<file path="config.mk">
export PLATFORM = sky130hd
export DESIGN_NAME = alu_exec_stage
export DESIGN_NICKNAME = d
export VERILOG_FILES = /design/src/rtl/alu_exec_stage.sv
export SDC_FILE = /design/constraint.sdc
export NUM_CORES = 1
export LEC_CHECK = 0
export CAP_MARGIN = 10
export CORE_MARGIN = 8
export CORE_UTILIZATION = 59
export DETAILED_ROUTE_END_ITERATION = 10
export PLACE_DENSITY = 0.81
export SLEW_MARGIN = 20
export SYNTH_ARGS = -nofsm -noshare
export SYNTH_HDL_FRONTEND = slang
export SYNTH_SLANG_ARGS = --single-unit
</file>
<file path="constraint.sdc">
create_clock -name clk -period 2.9 [get_ports clk]
set_input_delay 0.58 -clock clk [delete_from_list [all_inputs] [get_ports clk]]
set_output_delay 0.58 -clock clk [all_outputs]
set_load 0.005 [all_outputs]
</file>
<file path="src/rtl/alu_exec_stage.sv">
// Execute/write-back stage: single-cycle ALU ops plus an iterative shift-add multiplier,
// returning each result as a one-cycle write-back pulse to the register file.
module alu_exec_stage #(
  parameter int unsigned DATA_WIDTH = 8,
  parameter int unsigned ADDR_WIDTH = 2
) (
  input  logic                  clk,
  input  logic                  reset,
  input  logic                  op_valid,
  output logic                  op_ready,
  input  logic [2:0]            op_code,
  input  logic [ADDR_WIDTH-1:0] op_dest,
  input  logic [DATA_WIDTH-1:0] op_a,
  input  logic [DATA_WIDTH-1:0] op_b,
  output logic                  wb_write,
  output logic [ADDR_WIDTH-1:0] wb_addr,
  output logic [DATA_WIDTH-1:0] wb_data,
  output logic                  flag_zero,
  output logic                  flag_carry,
  output logic                  busy
);

  localparam int unsigned W  = DATA_WIDTH;
  localparam int unsigned PW = 2 * DATA_WIDTH;
  localparam int unsigned CW = $clog2(DATA_WIDTH + 1);
  localparam logic [CW-1:0] LAST_ITER = CW'(DATA_WIDTH - 1);

  localparam logic [1:0] S_IDLE = 2'd0;
  localparam logic [1:0] S_MUL  = 2'd1;
  localparam logic [1:0] S_WB   = 2'd2;

  localparam logic [2:0] OP_ADD = 3'b000;
  localparam logic [2:0] OP_SUB = 3'b001;
  localparam logic [2:0] OP_AND = 3'b010;
  localparam logic [2:0] OP_OR  = 3'b011;
  localparam logic [2:0] OP_XOR = 3'b100;
  localparam logic [2:0] OP_SHL = 3'b101;
  localparam logic [2:0] OP_MUL = 3'b110;
  localparam logic [2:0] OP_CMP = 3'b111;

  logic [1:0]            state_q,    state_d;
  logic [ADDR_WIDTH-1:0] dest_q,     dest_d;
  logic [PW-1:0]         mcand_q,    mcand_d;
  logic [W-1:0]          mplier_q,   mplier_d;
  logic [PW-1:0]         acc_q,      acc_d;
  logic [CW-1:0]         cnt_q,      cnt_d;
  logic                  wb_write_q, wb_write_d;
  logic [ADDR_WIDTH-1:0] wb_addr_q,  wb_addr_d;
  logic [W-1:0]          wb_data_q,  wb_data_d;
  logic                  zero_q,     zero_d;
  logic                  carry_q,    carry_d;

  logic [W:0]            sum_ext;
  logic [W:0]            diff_ext;
  logic [W-1:0]          alu_data;
  logic                  alu_carry;
  logic [PW-1:0]         mul_sum;

  logic                  commit;
  logic                  commit_write;
  logic [ADDR_WIDTH-1:0] commit_addr;
  logic [W-1:0]          commit_data;
  logic                  commit_carry;

  assign op_ready   = (state_q == S_IDLE);
  assign busy       = (state_q != S_IDLE);
  assign wb_write   = wb_write_q;
  assign wb_addr    = wb_addr_q;
  assign wb_data    = wb_data_q;
  assign flag_zero  = zero_q;
  assign flag_carry = carry_q;

  // Single-cycle ops evaluate straight from the presented operands at the accept edge.
  always_comb begin
    sum_ext  = {1'b0, op_a} + {1'b0, op_b};
    diff_ext = {1'b0, op_a} - {1'b0, op_b};
    alu_data  = '0;
    alu_carry = 1'b0;
    case (op_code)
      OP_ADD: begin
        alu_data  = sum_ext[W-1:0];
        alu_carry = sum_ext[W];
      end
      OP_SUB, OP_CMP: begin
        alu_data  = diff_ext[W-1:0];
        alu_carry = diff_ext[W];
      end
      OP_AND: alu_data = op_a & op_b;
      OP_OR:  alu_data = op_a | op_b;
      OP_XOR: alu_data = op_a ^ op_b;
      OP_SHL: begin
        alu_data  = {op_a[W-2:0], 1'b0};
        alu_carry = op_a[W-1];
      end
      default: begin
        alu_data  = '0;
        alu_carry = 1'b0;
      end
    endcase
  end

  assign mul_sum = acc_q + (mplier_q[0] ? mcand_q : '0);

  always_comb begin
    state_d      = state_q;
    dest_d       = dest_q;
    mcand_d      = mcand_q;
    mplier_d     = mplier_q;
    acc_d        = acc_q;
    cnt_d        = cnt_q;
    commit       = 1'b0;
    commit_write = 1'b0;
    commit_addr  = dest_q;
    commit_data  = '0;
    commit_carry = 1'b0;

    case (state_q)
      S_IDLE: begin
        if (op_valid) begin
          dest_d = op_dest;
          if (op_code == OP_MUL) begin
            mcand_d  = PW'(op_a);
            mplier_d = op_b;
            acc_d    = '0;
            cnt_d    = '0;
            state_d  = S_MUL;
          end else begin
            commit       = 1'b1;
            commit_write = (op_code != OP_CMP);
            commit_addr  = op_dest;
            commit_data  = alu_data;
            commit_carry = alu_carry;
            state_d      = S_WB;
          end
        end
      end
      S_MUL: begin
        acc_d    = mul_sum;
        mcand_d  = mcand_q << 1;
        mplier_d = mplier_q >> 1;
        cnt_d    = cnt_q + CW'(1);
        // The final iteration's sum is committed directly so WB follows the last step.
        if (cnt_q == LAST_ITER) begin
          commit       = 1'b1;
          commit_write = 1'b1;
          commit_data  = mul_sum[W-1:0];
          commit_carry = |mul_sum[PW-1:W];
          state_d      = S_WB;
        end
      end
      S_WB:    state_d = S_IDLE;
      default: state_d = S_IDLE;
    endcase
  end

  // CMP updates only the flags; address and data keep the last real write-back.
  always_comb begin
    wb_write_d = 1'b0;
    wb_addr_d  = wb_addr_q;
    wb_data_d  = wb_data_q;
    zero_d     = zero_q;
    carry_d    = carry_q;
    if (commit) begin
      wb_write_d = commit_write;
      zero_d     = (commit_data == '0);
      carry_d    = commit_carry;
      if (commit_write) begin
        wb_addr_d = commit_addr;
        wb_data_d = commit_data;
      end
    end
  end

  always_ff @(posedge clk) begin
    if (reset) begin
      state_q    <= S_IDLE;
      dest_q     <= '0;
      mcand_q    <= '0;
      mplier_q   <= '0;
      acc_q      <= '0;
      cnt_q      <= '0;
      wb_write_q <= 1'b0;
      wb_addr_q  <= '0;
      wb_data_q  <= '0;
      zero_q     <= 1'b0;
      carry_q    <= 1'b0;
    end else begin
      state_q    <= state_d;
      dest_q     <= dest_d;
      mcand_q    <= mcand_d;
      mplier_q   <= mplier_d;
      acc_q      <= acc_d;
      cnt_q      <= cnt_d;
      wb_write_q <= wb_write_d;
      wb_addr_q  <= wb_addr_d;
      wb_data_q  <= wb_data_d;
      zero_q     <= zero_d;
      carry_q    <= carry_d;
    end
  end

endmodule

</file>
### Yosys cells after proc, flatten, opt, wreduce, memory -nomap -nowiden

Cells that the tools add are included.

* register bits: 61
* latch bits: 0
* memory bits (writable): 0
* bits in read-only memories: 0
* bits of input ports: 24
* output and inout bits: 15
* logic and storage cells: 81
* memories kept: 0

* add/sub/neg operators: 4
* multipliers: 0
* div/mod/pow operators: 0
* $lt $le $gt $ge: 0
* equal/unequal tests: 13
* shifts and indexed selects: 0
* mux-type cells: 37
* bitwise operators: 4
* reductions and logical operators: 12

Operators with widths (number)
* two-way mux 16 bit: 5
* one-hot mux 16 bit (2 select lines): 2
* one-hot mux 8 bit (6 select lines): 1
* two-way mux 8 bit: 5
* one-hot mux 8 bit (2 select lines): 2
* adder 16 bit: 1
* equality test 3 bit (second input constant): 4
* two-way mux 2 bit: 6
* adder 8 x 8 -> 9 bit: 1
* subtractor 8 x 8 -> 9 bit: 1
* AND 8 bit: 1
* logical NOT 8 bit: 1
* two-way mux 1 bit: 8
* two-way mux 4 bit: 2
* OR 8 bit: 1
* one-hot mux 4 bit (2 select lines): 1
* OR reduction 8 bit: 1
* XOR 8 bit: 1
* equality test 3 x 2 -> 1 bit (second input constant): 2
* one-hot mux 1 bit (2 select lines): 3
* AND reduction 2 bit: 3
* adder 4 x 1 -> 4 bit (second input constant): 1
* equality test 4 x 3 -> 1 bit (second input constant): 1
* inequality test 2 bit (second input constant): 2
* 12 further kinds: 14

### Logic depth before layout (Yosys ltp)

* word-level depth: 7
* depth in mapped cells: 11
* mapped depth without buffers: 11

### Worst setup path before layout

OpenSTA, ideal clock, no wires.

* path kind: input to register
* from: input port op_a[0]
* to: register carry_q, in the netlist flag_carry
* setup time: 74 ps
* data arrival time: 2519 ps
* required time: 2826 ps
* setup slack: 307 ps
* stages on the path: 11
* buffers on the path: 0
* cells stage by stage: inv_1 -> ha_1 -> inv_1 -> fa_1 -> nor2b_1 -> o31ai_2 -> o31ai_1 -> a2111oi_0 -> o41ai_1 -> a21o_1 -> a31oi_1

* cells in the longest elaborated chain, start to end: 5
* elaborated cells between the ends (all ways): 6
* those cells by class: add/sub (2); mux (4)

RTL lines
* from (decl): line 13 `input logic [DATA_WIDTH-1:0] op_a,`
* subtractor 8 x 8 -> 9 bit or adder 8 x 8 -> 9 bit (tied branches): line 76, 75
* one-hot mux 1 bit (3 select lines) (*): line 79 `case (op_code)`
* two-way mux 1 bit (*): line 121 `if (op_code == OP_MUL) begin`
* two-way mux 1 bit (*): line 119 `if (op_valid) begin`
* one-hot mux 1 bit (2 select lines) (*): line 117 `case (state_q)`
* to (signal assigned): line 198 `carry_q <= carry_d;`
* to (decl): line 51 `logic carry_q, carry_d;`

Every way passes the cells marked *; elsewhere a longest branch is shown, timed or not.
A chain may end at the register's enable or synchronous reset.

### Final worst setup path

* from: register mplier_q[0]
* to: register acc_q[12]

* cells in the longest elaborated chain, start to end: 3

RTL lines
* from (decl): line 44 `logic [W-1:0] mplier_q, mplier_d;`
* from (signal assigned): line 191 `mplier_q <= mplier_d;`
* two-way mux 16 bit: line 102 `assign mul_sum = acc_q + (mplier_q[0] ? mcand_q : '0);`
* adder 16 bit: line 102
* one-hot mux 16 bit (2 select lines): line 117
* to (signal assigned): line 180 `acc_q <= '0;`
* to (signal assigned): line 192 `acc_q <= acc_d;`
* to (decl): line 45 `logic [PW-1:0] acc_q, acc_d;`

No other way between the ends.

==> key figures <==
Critical path
  • CP endpoint kind: register
  • Reg-to-reg endpoint: acc_q[12]
  • CP bufs+invs: 1
  • Crit-path slowest cell: fa_1
  • Register-to-Register Setup Slack: 0.11 ns
  • Crit Path Class: register to register
  • Worst Setup Start Kind: register
  • Max incr delay on CP: 0.46 ns
  • Worst path depth: 10
  • Worst path cell trace: buf_4 > and2_1 > fa_1 > a211oi_2 > o21ai_2 > and3b_1 > nor4b_1 > nand3b_1 > a22oi_1 > nor2_1
  • CP max FO: 15
  • RR Startpoint: mplier_q[0]
  • CP arrival: 3.08 ns
  • Top cell family by delay on the critical path: simple AND/OR/NAND/NOR gates
  • CP Data Required Time: between 3 and 4 ns
  • R2r worst-path depth: 10

Flow run
  • Max-Cap Viols: 0

CTS
  • # hold bufs at CTS: 0
  • # clock sinks: 61
  • Worst-Skew Late Latency: 0.35 ns
  • Clock root buffer: clkbuf_8
  • Max clock buf depth: 2
  • Htree depth: 3
  • Num CTS Buffers: 9
  • Reg clk slew, reported paths: 0.08 ns
  • CTS tree: built

GRT
  • GR Util All Layers: between 20 and 25%
  • First-pass GRT wire length: 22900 um
  • Vias in the first global route: between 4000 and 5000
  • Largest net degree at the start of global routing: 51
  • Initial antenna violation count: 0
  • Remaining global-route overflow: 0

Layout
  • Net total in the final layout: 758
  • ANT cells: 0
  • Final instance area: 5900 sq um
  • Multi-input logic area: 3330 sq um
  • Most frequent cells in the layout: nand2_1, buf_4, dfxtp_1
  • Commonest non-fill, non-tap cell in the layout: nand2_1
  • Share of layout cells above drive strength 1: 18.6%
  • # fillers: 597
  • Layout area overhead: 23.9%
  • Storage cell area: 1220 sq um

Power and ir drop
  • Seq pwr share: 41.1%
  • Combinational share of power: 26.2%
  • Sw frac: 31.5%
  • Worst VDD drop: ~0.00040 V
  • Clock power share: 32.7%
  • P per Cell Area: 364 nW/um^2
  • P_sw: 676 uW
  • Leakage: 2.51 nW
  • Internal: 1.47 mW
  • PnR Total Power: around 2.1 mW

Drt
  • Drt wl/cell: roughly 18 um
  • Via count: around 4900
  • Antenna-violating nets left: 0
  • DRC Markers: 0
  • Routed wire length: 14400 um
  • Starting DRT DRC Count: ~340
  • Drt first pass iters: 8
  • Vias per Instance: 6.17

Hold path
  • Worst Hold Depth: 2
  • Worst hold start: dest_q[0]
  • Endpoint, Worst Hold: dest_q[0]
  • Hold Path Class: register to register

Floorplan
  • Initial core utilization: 61.2%
  • Die width: roughly 110 um
  • Die area: roughly 11000 sq um
  • Ports: 39
  • Die height: 106 um
  • Row cnt: 32
  • Core ar.: 7770 sq um

Synth
  • Post-synth cell types: 81
  • Yosys warning count: 0
  • Sequential fraction of the synthesis area: about a quarter
  • Syn avg cell area: 7.85 sq um
  • Top FF cell, synth: dfxtp_1
  • Fraction of registers with async set/reset: 0%
  • Mapped cell area: approximately 4800 sq um
  • Post-synthesis register bit count: between 60 and 70
  • Post-synthesis cell count: between 600 and 700
  • EDFF count, synth: 0
  • Syn Nets: 674

Placed design
  • Placer Congestion: 0.967
  • Post-DP Area: 5630 sq um
  • Number of port buffers: 38
  • Final HPWL DP: approximately 11000 um

Timing
  • Final Setup Violations: 0
  • Slew of the pin with the lowest slew margin: 1.01 ns
  • Final worst path period need: 2.79 ns
  • Slew Limit Fails: 0
  • RSZ-0062 raised after global routing: true
  • Hold Violations, Final: 0
  • Clk_skew: between 0.01 and 0.015 ns
  • Max frequency: 0.358 GHz
  • Relative slew slack: 32.2%
  • Fin crit share: 96.4%

Run status
  • Status: completed
-- synthesized netlist by cell type, types with 4 or more instances --
cell,instances,share of area (%)
a211oi_1,7,1.1
nor3_1,12,1.3
ha_1,41,11
clkbuf_1,19,1.5
and2_1,15,2.0
xnor2_1,10,1.8
o221ai_1,4,0.74
nand4_1,4,0.53
nand3_1,30,3.2
nand3b_1,6,0.95
a31oi_1,4,0.53
o21ai_0,10,1.1
nand2_1,74,5.8
nor2_1,60,4.7
nand2b_1,8,1.1
inv_1,27,2.1
o211ai_1,7,1.1
dfxtp_1,61,26
a22oi_1,13,2.1
a21oi_1,45,4.7
o21bai_1,6,0.95
buf_2,10,1.1
o21ai_1,7,0.74
nor2b_1,8,1.1
a21o_1,9,1.4
xor2_1,6,1.1
a311oi_1,19,3.5
-- worst max path at each step --
stage                      startpoint    endpoint  slack (ns)
after floorplan               op_a[0]  flag_carry        0.31
after global placement        op_a[0]  flag_carry       -0.27
after detailed placement      op_a[0]   flag_zero       -0.34
after CTS                     op_a[0]   flag_zero       0.008
after global routing       mcand_q[0]  flag_carry     -0.0006
final                     mplier_q[0]   acc_q[12]        0.11
-- metal layers --
| metal | track usage [%] | wire length (um) | vias up |
|---|---|---|---|
| met5 | 0 | 0 | - |
| met4 | 7.94 | 275 | 0 |
| met3 | 4.75 | 1020 | 22 |
| met2 | 40.5 | 6580 | 212 |
| met1 | 32.4 | 6480 | 2316 |
| li1 | - | - | 2368 |
-- final cells by class --
class | instances | share of cell area [%]
Clock inverter | 6 | 0.764
Tap cell | 102 | 2.16
Multi-Input combinational cell | 482 | 56.5
Clock buffer | 10 | 2.33
Sequential cell | 61 | 20.7
Inverter | 28 | 1.78
Timing Repair Buffer | 108 | 15.8
-- power by group through the flow --
stage                     registers (mW)  clock network (mW)  logic (mW)
after floorplan                    0.900                   0       0.289
after global placement             0.901                   0       0.526
after detailed placement           0.903                   0       0.533
after CTS                          0.883               0.706       0.535
after global routing               0.887               0.752       0.605
final                              0.883               0.703       0.562
-- tightest hold or removal path, delay by kind of cell (launching register included) --
kind	cells	cell delay, ns
AO/OA/AOI/OAI	1	0.05
flip-flops	1	0.31
AND/OR/NAND/NOR	1	0.05
-- sequential cells by signal, summed over array words and instances (netlist names) --
| name | cells |
|---|---|
| mcand_q | 16 |
| wb_data | 8 |
| wb_write | 1 |
| mplier_q | 8 |
| dest_q | 2 |
| flag_zero | 1 |
| flag_carry | 1 |
| cnt_q | 4 |
| wb_addr | 2 |
| acc_q | 16 |
| state_q | 2 |
-- metrics by stage --
stage	instances	TNS, ns	worst slack (ns)	util [%]	hold WS [ns]
4_1_cts	796	0	0.00808	74.9	0.460
3_5_place_dp	780	-1.91	-0.342	72.5	0.449
2_1_floorplan	606	0	0.307	-	0.437
5_1_grt	797	-0.000557	-0.000557	75.9	0.487
6_report	797	0	0.106	75.9	0.459
3_3_place_gp	780	-1.56	-0.274	72.5	0.447
-- logic make-up (layout without fill, tap and decap cells) --
| family | count (synthesis) | after routing | share of synthesized area, % |
|---|---|---|---|
| adders and majority gates | 44 | 44 | 12.0 |
| DFF | 61 | 61 | 25.7 |
| xor gates and xnor gates | 16 | 16 | 2.95 |
| AOI/OAI and AO/OA | 173 | 173 | 26.8 |
| and+or+nand+nor | 245 | 245 | 25.8 |
| buffers and inverters | 63 | 152 | 5.87 |
| muxes | 4 | 4 | 0.868 |
-- repair_timing --
action | 4_1_cts | 5_1_grt
endpoints found under the setup margin | 0 | 6
resized for setup | 0 | 19
setup buffers | 0 | 1
(Power assumes the default switching activity.)
